## src/rtl/hazard_scoreboard.sv

```systemverilog
// Pipeline hazard scoreboard: tracks in-flight destinations after ID, selects forwarding sources
// and raises a load-use stall. Optional stall statistics counter enabled by SCOREBOARD_STATS_EN.
module hazard_scoreboard #(
  parameter int DEPTH    = 3,
  parameter int NSRC     = 2,
  parameter int REG_AW   = 5,
  parameter int LOAD_RDY = 1,
  localparam int SELW    = $clog2(DEPTH + 1)
) (
  input  logic                   clk,
  input  logic                   reset,
  input  logic                   id_valid,
  input  logic [NSRC*REG_AW-1:0] id_src_addr,
  input  logic [NSRC-1:0]        id_src_used,
  input  logic [REG_AW-1:0]      id_dst_addr,
  input  logic                   id_dst_we,
  input  logic                   id_is_load,
  input  logic                   flush,
  input  logic                   kill_ex,
`ifdef SCOREBOARD_STATS_EN
  output logic [15:0]            stall_cnt,
`endif
  output logic                   stall,
  output logic [NSRC*SELW-1:0]   fwd_sel
);

  logic [DEPTH-1:0]             valid_q, valid_d;
  logic [DEPTH-1:0]             we_q, we_d;
  logic [DEPTH-1:0]             load_q, load_d;
  logic [DEPTH-1:0][REG_AW-1:0] dst_q, dst_d;
  logic [DEPTH-1:0]             vld_eff;
  logic                         hazard;
  logic                         issue;
  logic [REG_AW-1:0]            src;
  logic [SELW-1:0]              sel;
  logic                         ld_hit;

  // Scan oldest to youngest so the youngest matching stage overwrites the selection.
  always_comb begin
    vld_eff    = valid_q;
    vld_eff[0] = valid_q[0] & ~kill_ex;
    hazard     = 1'b0;
    fwd_sel    = '0;
    src        = '0;
    sel        = '0;
    ld_hit     = 1'b0;
    for (int j = 0; j < NSRC; j++) begin
      src    = id_src_addr[j*REG_AW +: REG_AW];
      sel    = '0;
      ld_hit = 1'b0;
      for (int i = DEPTH - 1; i >= 0; i--) begin
        if (id_src_used[j] && (src != '0) && vld_eff[i] && we_q[i] && (dst_q[i] == src)) begin
          sel    = SELW'(i + 1);
          ld_hit = load_q[i] && (i < LOAD_RDY);
        end
      end
      fwd_sel[j*SELW +: SELW] = sel;
      hazard = hazard | ld_hit;
    end
  end

  assign stall = id_valid & ~flush & hazard;
  assign issue = id_valid & ~stall & ~flush;

  always_comb begin
    valid_d    = '0;
    we_d       = '0;
    load_d     = '0;
    dst_d      = '0;
    valid_d[0] = issue;
    we_d[0]    = id_dst_we;
    dst_d[0]   = id_dst_addr;
    load_d[0]  = id_is_load;
    for (int i = 1; i < DEPTH; i++) begin
      valid_d[i] = vld_eff[i-1];
      we_d[i]    = we_q[i-1];
      dst_d[i]   = dst_q[i-1];
      load_d[i]  = load_q[i-1];
    end
  end

  always_ff @(posedge clk or posedge reset) begin
    if (reset) begin
      valid_q <= '0;
      we_q    <= '0;
      load_q  <= '0;
      dst_q   <= '0;
    end else begin
      valid_q <= valid_d;
      we_q    <= we_d;
      load_q  <= load_d;
      dst_q   <= dst_d;
    end
  end

`ifdef SCOREBOARD_STATS_EN
  logic [15:0] stall_cnt_q;

  always_ff @(posedge clk or posedge reset) begin
    if (reset) begin
      stall_cnt_q <= '0;
    end else if (stall && (stall_cnt_q != 16'hFFFF)) begin
      stall_cnt_q <= stall_cnt_q + 16'd1;
    end
  end

  assign stall_cnt = stall_cnt_q;
`endif

endmodule
```

## config.mk

```make
export PLATFORM = sky130hd
export DESIGN_NAME = hazard_scoreboard
export DESIGN_NICKNAME = d
export VERILOG_FILES = /design/src/rtl/hazard_scoreboard.sv
export SDC_FILE = /design/constraint.sdc
export NUM_CORES = 1
export LEC_CHECK = 0
export CORE_ASPECT_RATIO = 1.2
export CORE_MARGIN = 4
export CORE_UTILIZATION = 47
export CTS_CLUSTER_SIZE = 25
export DETAILED_ROUTE_END_ITERATION = 16
export GPL_TIMING_DRIVEN = 0
export PLACE_DENSITY_LB_ADDON = 0.05
export SYNTH_ARGS = -nofsm -noshare
export SYNTH_HDL_FRONTEND = slang
export SYNTH_SLANG_ARGS = --single-unit
```

## constraint.sdc

```tcl
create_clock -name clk -period 2.89 [get_ports clk]
set_clock_uncertainty 0.1 [all_clocks]
set_input_delay 0.7225 -clock clk [delete_from_list [all_inputs] [get_ports clk]]
set_output_delay 0.7225 -clock clk [all_outputs]
set_load 0.005 [all_outputs]
```

==> results by group, run 1 <==
Placement
  – DP HPWL: 1.75 mm
  – Placed Area: 1390 sq um
  – PortBufs: 28
  – Pre-CTS setup slack: -852 ps
  – Dpl cells: 148
  – Routability cong.: 0.828

Final layout
  – Final Non-Filler Cells: 162
  – Final core occ: 77.5%
  – NumNets Final: 157
  – Post-route cell area: 1640 sq um
  – # diodes: 0
  – Synthesis-to-layout area growth: 52.4%
  – Fillers: 152
  – Layout cell share with drive strength beyond 1: 47.0%

Route
  – Antenna viol nets, final: 0
  – DR vias/cell: 5.33
  – Final WL: 2.75 mm
  – DR pass1 iterations: 4
  – Total number of vias: 863
  – # DRC: 0
  – Routed length per instance: 17.0 um
  – Initial DRC count: 16

Yosys
  – Post-synthesis sequential area ratio: 51.2%
  – Area share of and/or/nand/nor cells after synthesis: 15.5%
  – Syn Nets: 114
  – Cell variety after synth: 20
  – Top-area cell type share of the netlist area: 51.2%
  – Yosys warns: 0
  – Largest family of logic cells by synthesized area: XOR/XNOR gates
  – Adder-cell area share of the yosys netlist: 0%
  – Syn Inst Count: 90
  – Top post-synthesis cells by area: dfrtp_1 (51%), xnor2_1 (21%), or4_1 (4.2%)
  – Avg Inst Size Synth: 12.0 sq um
  – Synthesized flop and latch total: 22
  – Xor and xnor fraction of the mapped netlist area: 24.4%
  – Multiplexer share of the synthesized area: 0%
  – Leading area contributor after synthesis: dfrtp_1
  – Area of the mapped netlist: 1080 sq um
  – Post-synthesis compound-gate area fraction: 7.91%

Floorplan
  – Die Wd: 51.7 um
  – Core area: 2120 sq um
  – Die extent in y: 60.4 um
  – Starting density of the core: 50.8%
  – # rows: 18
  – DIE AREA: 3120 sq um
  – I/O pins: 29

Clock tree
  – Clk pin slew, worst setup/hold paths: 120 ps
  – CTS Buf Count: 3
  – Clk buf depth: 2
  – CTS tree: done
  – Clk_lat worst skew: 320 ps
  – H-tree level count: 1
  – Clock sinks: 22
  – Hold buffer count at cts: 0
  – CTS Root Cell: clkbuf_4

Global route
  – Largest net degree at the start of global routing: 23
  – Grt total ovfl: 0
  – First-pass GRT wire length: 4.20 mm
  – Initial antenna violation count: 0
  – Vias in the first global route: 894
  – GRT Overall Usage: 19.1%

STA
  – Final setup vio count: 1
  – Slew headroom: 44.6%
  – Pins Over Slew Limit: 0
  – Fmax: 336 MHz
  – Fin crit share: 103%
  – Final TNS setup: -83.3 ps
  – RSZ-0062 raised after global routing: yes
  – Hold slack: 288 ps
  – Setup ws final: -83.3 ps
  – Final Hold Fails: 0
  – Final min period: 2970 ps
  – Slew @ Worst Pin: 830 ps

Critical path
  – CP Launch Type: input pin
  – Critical path's slowest cell: or3_4
  – Crit path capture: stall
  – Levels on crit path: 6
  – CP Cell Sequence: buf_2 > xnor2_2 > nand4_1 > or3_4 > a2111oi_4 > buf_2
  – Critical R2R Launch: dst_d[9]
  – Bufs and invs on worst path: 2
  – Most common cell on crit path: buf_2
  – Register-to-Register Path Depth: 6
  – Worst path top cell family by delay: simple AND/OR/NAND/NOR gates
  – Worst EP arrival: 2150 ps
  – Reg2reg end: valid_q[0]
  – Worst setup startpoint: id_src_addr[0]
  – Critical path type: input pin to output port
  – CP required: 2070 ps
  – R2R Setup Slk: 1290 ps
  – CP endpoint kind: output port
  – Slowest stage delay, CP: 440 ps
  – Worst Path Max Fanout: 4

Power
  – Static Leak: 0.676 nW
  – Pwr Density: 395 nW/um^2
  – Worst vdd ir: 0.352 mV
  – Power, Total: 648 uW

Min path
  – Hold Crit Start: we_q[1]
  – Min-delay worst type: register to register

Run status
  – Failing checks: negative setup slack
  – Status: complete, but fails checks

Run
  – Maxcap violations: 0
==> how the worst min path moves through the flow <==
stage                     slack, ps          to  cells after the start
after floorplan                 250     we_q[1]                      0
after global placement          260  valid_q[2]                      0
after global routing            300     we_q[1]                      0
after CTS                       290     we_q[2]                      0
final                           290     we_q[2]                      0
after detailed placement        260     we_q[2]                      0
==> placed cells by master (no fill, tap or decap), types with 2 or more instances in the layout <==
master	count
dfrtp_1	17
xnor2_1	14
xnor2_2	11
buf_4	11
clkdlybuf4s50_1	10
buf_6	8
nand4_1	7
buf_2	6
dfrtp_2	5
or4_4	4
xor2_1	4
nand2_1	4
inv_1	3
clkbuf_4	3
o21ai_4	2
or3_4	2
or4_1	2
dlygate4sd2_1	2
==> routing by layer <==
layer  vias to the layer above  GRT usage, %  share of wire (%)
li1                        404             -                  -
met1                       425          23.6                 44
met2                        30          32.5                 50
met3                         4          4.67                4.3
met4                         0          7.49                1.1
met5                         -             0                  0
==> final cells by class <==
type | instances | area [sq um] | share of cell area, %
clock buffers | 4 | 36.3 | 2.21
inverters | 3 | 11.3 | 0.687
multi-input cells | 65 | 668 | 40.7
flip-flops and latches | 22 | 557 | 33.9
well taps | 30 | 37.5 | 2.29
repair buffers | 38 | 330 | 20.1
==> sequential cells by signal (all words and copies together), names as in the netlist <==
name,count
dst_d,10
valid_q,3
load_q,1
we_q,3
dst_q,5
==> power by group <==
group	switching (mW)	internal (mW)
Sequential	0.0161	0.324
Combinational	0.0570	0.0757
Clock	0.0989	0.0772
Total	0.172	0.477
==> cells by family (layout without fill, tap and decap cells) <==
kind of cell    after synthesis  after routing
buf+inv                       3             45
simple gates                 26             26
flops                        22             22
xor+xnor                     30             30
compound gates                9              9
==> cell usage after synthesis (all sizes together) <==
library cell   n
nor4           2
xnor2         26
o41ai          1
o21ai          4
inv            3
or3            2
xor2           4
or4            6
and3b          1
nor3           1
nand4          7
nor2           1
nand2          5
nor2b          1
a21oi          2
a21boi         1
a2111oi        1
dfrtp         22
==> worst register-to-register path, stage by stage, from the launching register on <==
cell     delay [ps]
dfrtp_2         470
xnor2_2         170
nand4_1         150
buf_4           170
buf_4           120
o41ai_1         230
a21oi_1          70
==> timing repair <==
action	CTS	global route
gates resized for setup	94	21
buffers inserted	7	3
setup endpoints to repair	5	5
endpoints found under the hold margin	0	0
pin swaps	22	11
No activity file was read; power rests on OpenSTA's default activity.
==> run 2, diff against run 1 <==
--- a/config.mk
+++ b/config.mk
@@ -11,6 +11,7 @@
 export CTS_CLUSTER_SIZE = 25
 export DETAILED_ROUTE_END_ITERATION = 16
 export GPL_TIMING_DRIVEN = 0
+export MAX_ROUTING_LAYER = met4
 export PLACE_DENSITY_LB_ADDON = 0.05
 export SYNTH_ARGS = -nofsm -noshare
 export SYNTH_HDL_FRONTEND = slang
==> run 2 against run 1 <==
Non-clock buffer count unchanged; wire length shrank 0.80%; die area is the same; hold slack got worse by 0.80 ps; largest power group unchanged; highest routed layer unchanged; critical path depth did not move; the flow still finishes with violations (negative setup slack); critical endpoint unchanged; register-to-register slack about the same; worst setup slack got worse by 4.0 ps.
==> results by group, run 2 (synthesized netlist as in run 1, its figures left out) <==
Run status
  – Status: complete, but fails checks
  – Failing checks: negative setup slack

Floorplan
  – Core area: 2120 sq um
  – DIE AREA: 3120 sq um
  – Die Wd: 51.7 um
  – Starting density of the core: 50.8%
  – I/O pins: 29
  – # rows: 18
  – Die extent in y: 60.4 um

Power
  – Pwr Density: 394 nW/um^2
  – Worst vdd ir: 0.347 mV
  – Static Leak: 0.676 nW
  – Power, Total: 647 uW

Critical path
  – Most common cell on crit path: buf_2
  – CP Launch Type: input pin
  – Worst setup startpoint: id_src_addr[0]
  – CP Cell Sequence: buf_2 > xnor2_2 > nand4_1 > or3_4 > a2111oi_4 > buf_2
  – Worst Path Max Fanout: 4
  – Critical path type: input pin to output port
  – Worst EP arrival: 2150 ps
  – Slowest stage delay, CP: 440 ps
  – Worst path top cell family by delay: simple AND/OR/NAND/NOR gates
  – CP endpoint kind: output port
  – CP required: 2070 ps
  – Critical R2R Launch: dst_d[9]
  – Critical path's slowest cell: or3_4
  – Bufs and invs on worst path: 2

Final layout
  – Final core occ: 77.5%
  – NumNets Final: 157
  – Layout cell share with drive strength beyond 1: 47.0%
  – Post-route cell area: 1640 sq um
  – Multi-input gate area: 668 sq um
  – Fillers: 152
  – Most common cell after layout, fill and taps aside: dfrtp_1
  – Reg area: 557 sq um
  – Final Non-Filler Cells: 162
  – Commonest non-fill, non-tap cells in the layout: dfrtp_1 (17), xnor2_1 (14), xnor2_2 (11), buf_4 (11), clkdlybuf4s50_1 (10)
  – Max reg flops: 10
  – Synthesis-to-layout area growth: 52.4%
  – # diodes: 0

Min path
  – Min-delay worst type: register to register
  – Hold Crit Start: we_q[1]

Clock tree
  – CTS Buf Count: 3
  – Hold buffer count at cts: 0
  – CTS tree: done
  – Clk_lat worst skew: 320 ps
  – H-tree level count: 1
  – CTS Root Cell: clkbuf_4
  – Clk pin slew, worst setup/hold paths: 120 ps
  – Clk buf depth: 2
  – Clock sinks: 22

STA
  – Final TNS setup: -87.3 ps
  – Final min period: 2980 ps
  – Fmax: 336 MHz
  – RSZ-0062 raised after global routing: yes
  – Final setup vio count: 1
  – Fin crit share: 103%
  – Slew headroom: 45.1%
  – Setup ws final: -87.3 ps
  – Pins Over Slew Limit: 0
  – Slew @ Worst Pin: 822 ps
  – Final Hold Fails: 0
  – Hold slack: 287 ps

Global route
  – First-pass GRT wire length: 4.21 mm
  – Largest net degree at the start of global routing: 23
  – Vias in the first global route: 899
  – Initial antenna violation count: 0
  – Grt total ovfl: 0
  – GRT Overall Usage: 19.9%

Route
  – DR vias/cell: 5.35
  – Final WL: 2.73 mm
  – # DRC: 0
  – Routed length per instance: 16.8 um
  – Initial DRC count: 27
  – Total number of vias: 867
  – Antenna viol nets, final: 0
  – DR pass1 iterations: 4

Placement
  – Pre-CTS setup slack: -852 ps
  – Dpl cells: 148
  – PortBufs: 28
  – Placed Area: 1390 sq um
  – DP HPWL: 1.75 mm
  – Routability cong.: 0.840

Run
  – Maxcap violations: 0
-- run 2: cell counts in the layout (fill, tap and decap cells not counted) --
No cell type changed its count.
-- run 2: worst reg2reg max path, cell delays in order (launching register included) --
cell     delay [ps]
dfrtp_2         470
xnor2_2         170
nand4_1         150
buf_4           170
buf_4           120
o41ai_1         230
a21oi_1          70
-- run 2: worst paths after layout --
kind | cells after the start | slack (ps) | end
worst max-delay path | 6 | -90 | stall
worst min-delay path | 0 | 290 | we_q[2]
worst max register to register | 6 | 1290 | valid_q[0]
worst min register to register | 0 | 290 | we_q[2]
max in group asynchronous | 2 | 1380 | dst_d[7]
min in group asynchronous | 2 | 750 | dst_q[10]
-- run 2: metal layers --
layer / GRT usage, % / up-vias / part of all wire (%)
met5: - / - / 0
met2: 32.5 / 34 / 50
li1: - / 406 / -
met4: 7.49 / 0 / 1.1
met1: 23.9 / 424 / 44
met3: 4.67 / 3 / 4.8
-- run 2: cell type report --
cell class / instances / area share (%)
tap: 30 / 2.29
timing repair buffer: 38 / 20.1
inverter: 3 / 0.687
multi-input combinational: 65 / 40.7
clock buffer: 4 / 2.21
sequential: 22 / 33.9
-- run 2: power by group --
group          switching, mW  total (mW)  leakage (nW)  internal (mW)
registers             0.0161       0.340         0.256          0.324
clock network         0.0974       0.175        0.0210         0.0772
logic                 0.0568       0.133         0.399         0.0757
-- run 2: repair_timing --
action                     4_1_cts  5_1_grt
setup endpoints to repair        5        5
pin swaps                       22       11
resized for setup               94       21
setup buffers                    7        3
hold endpoints to repair         0        0
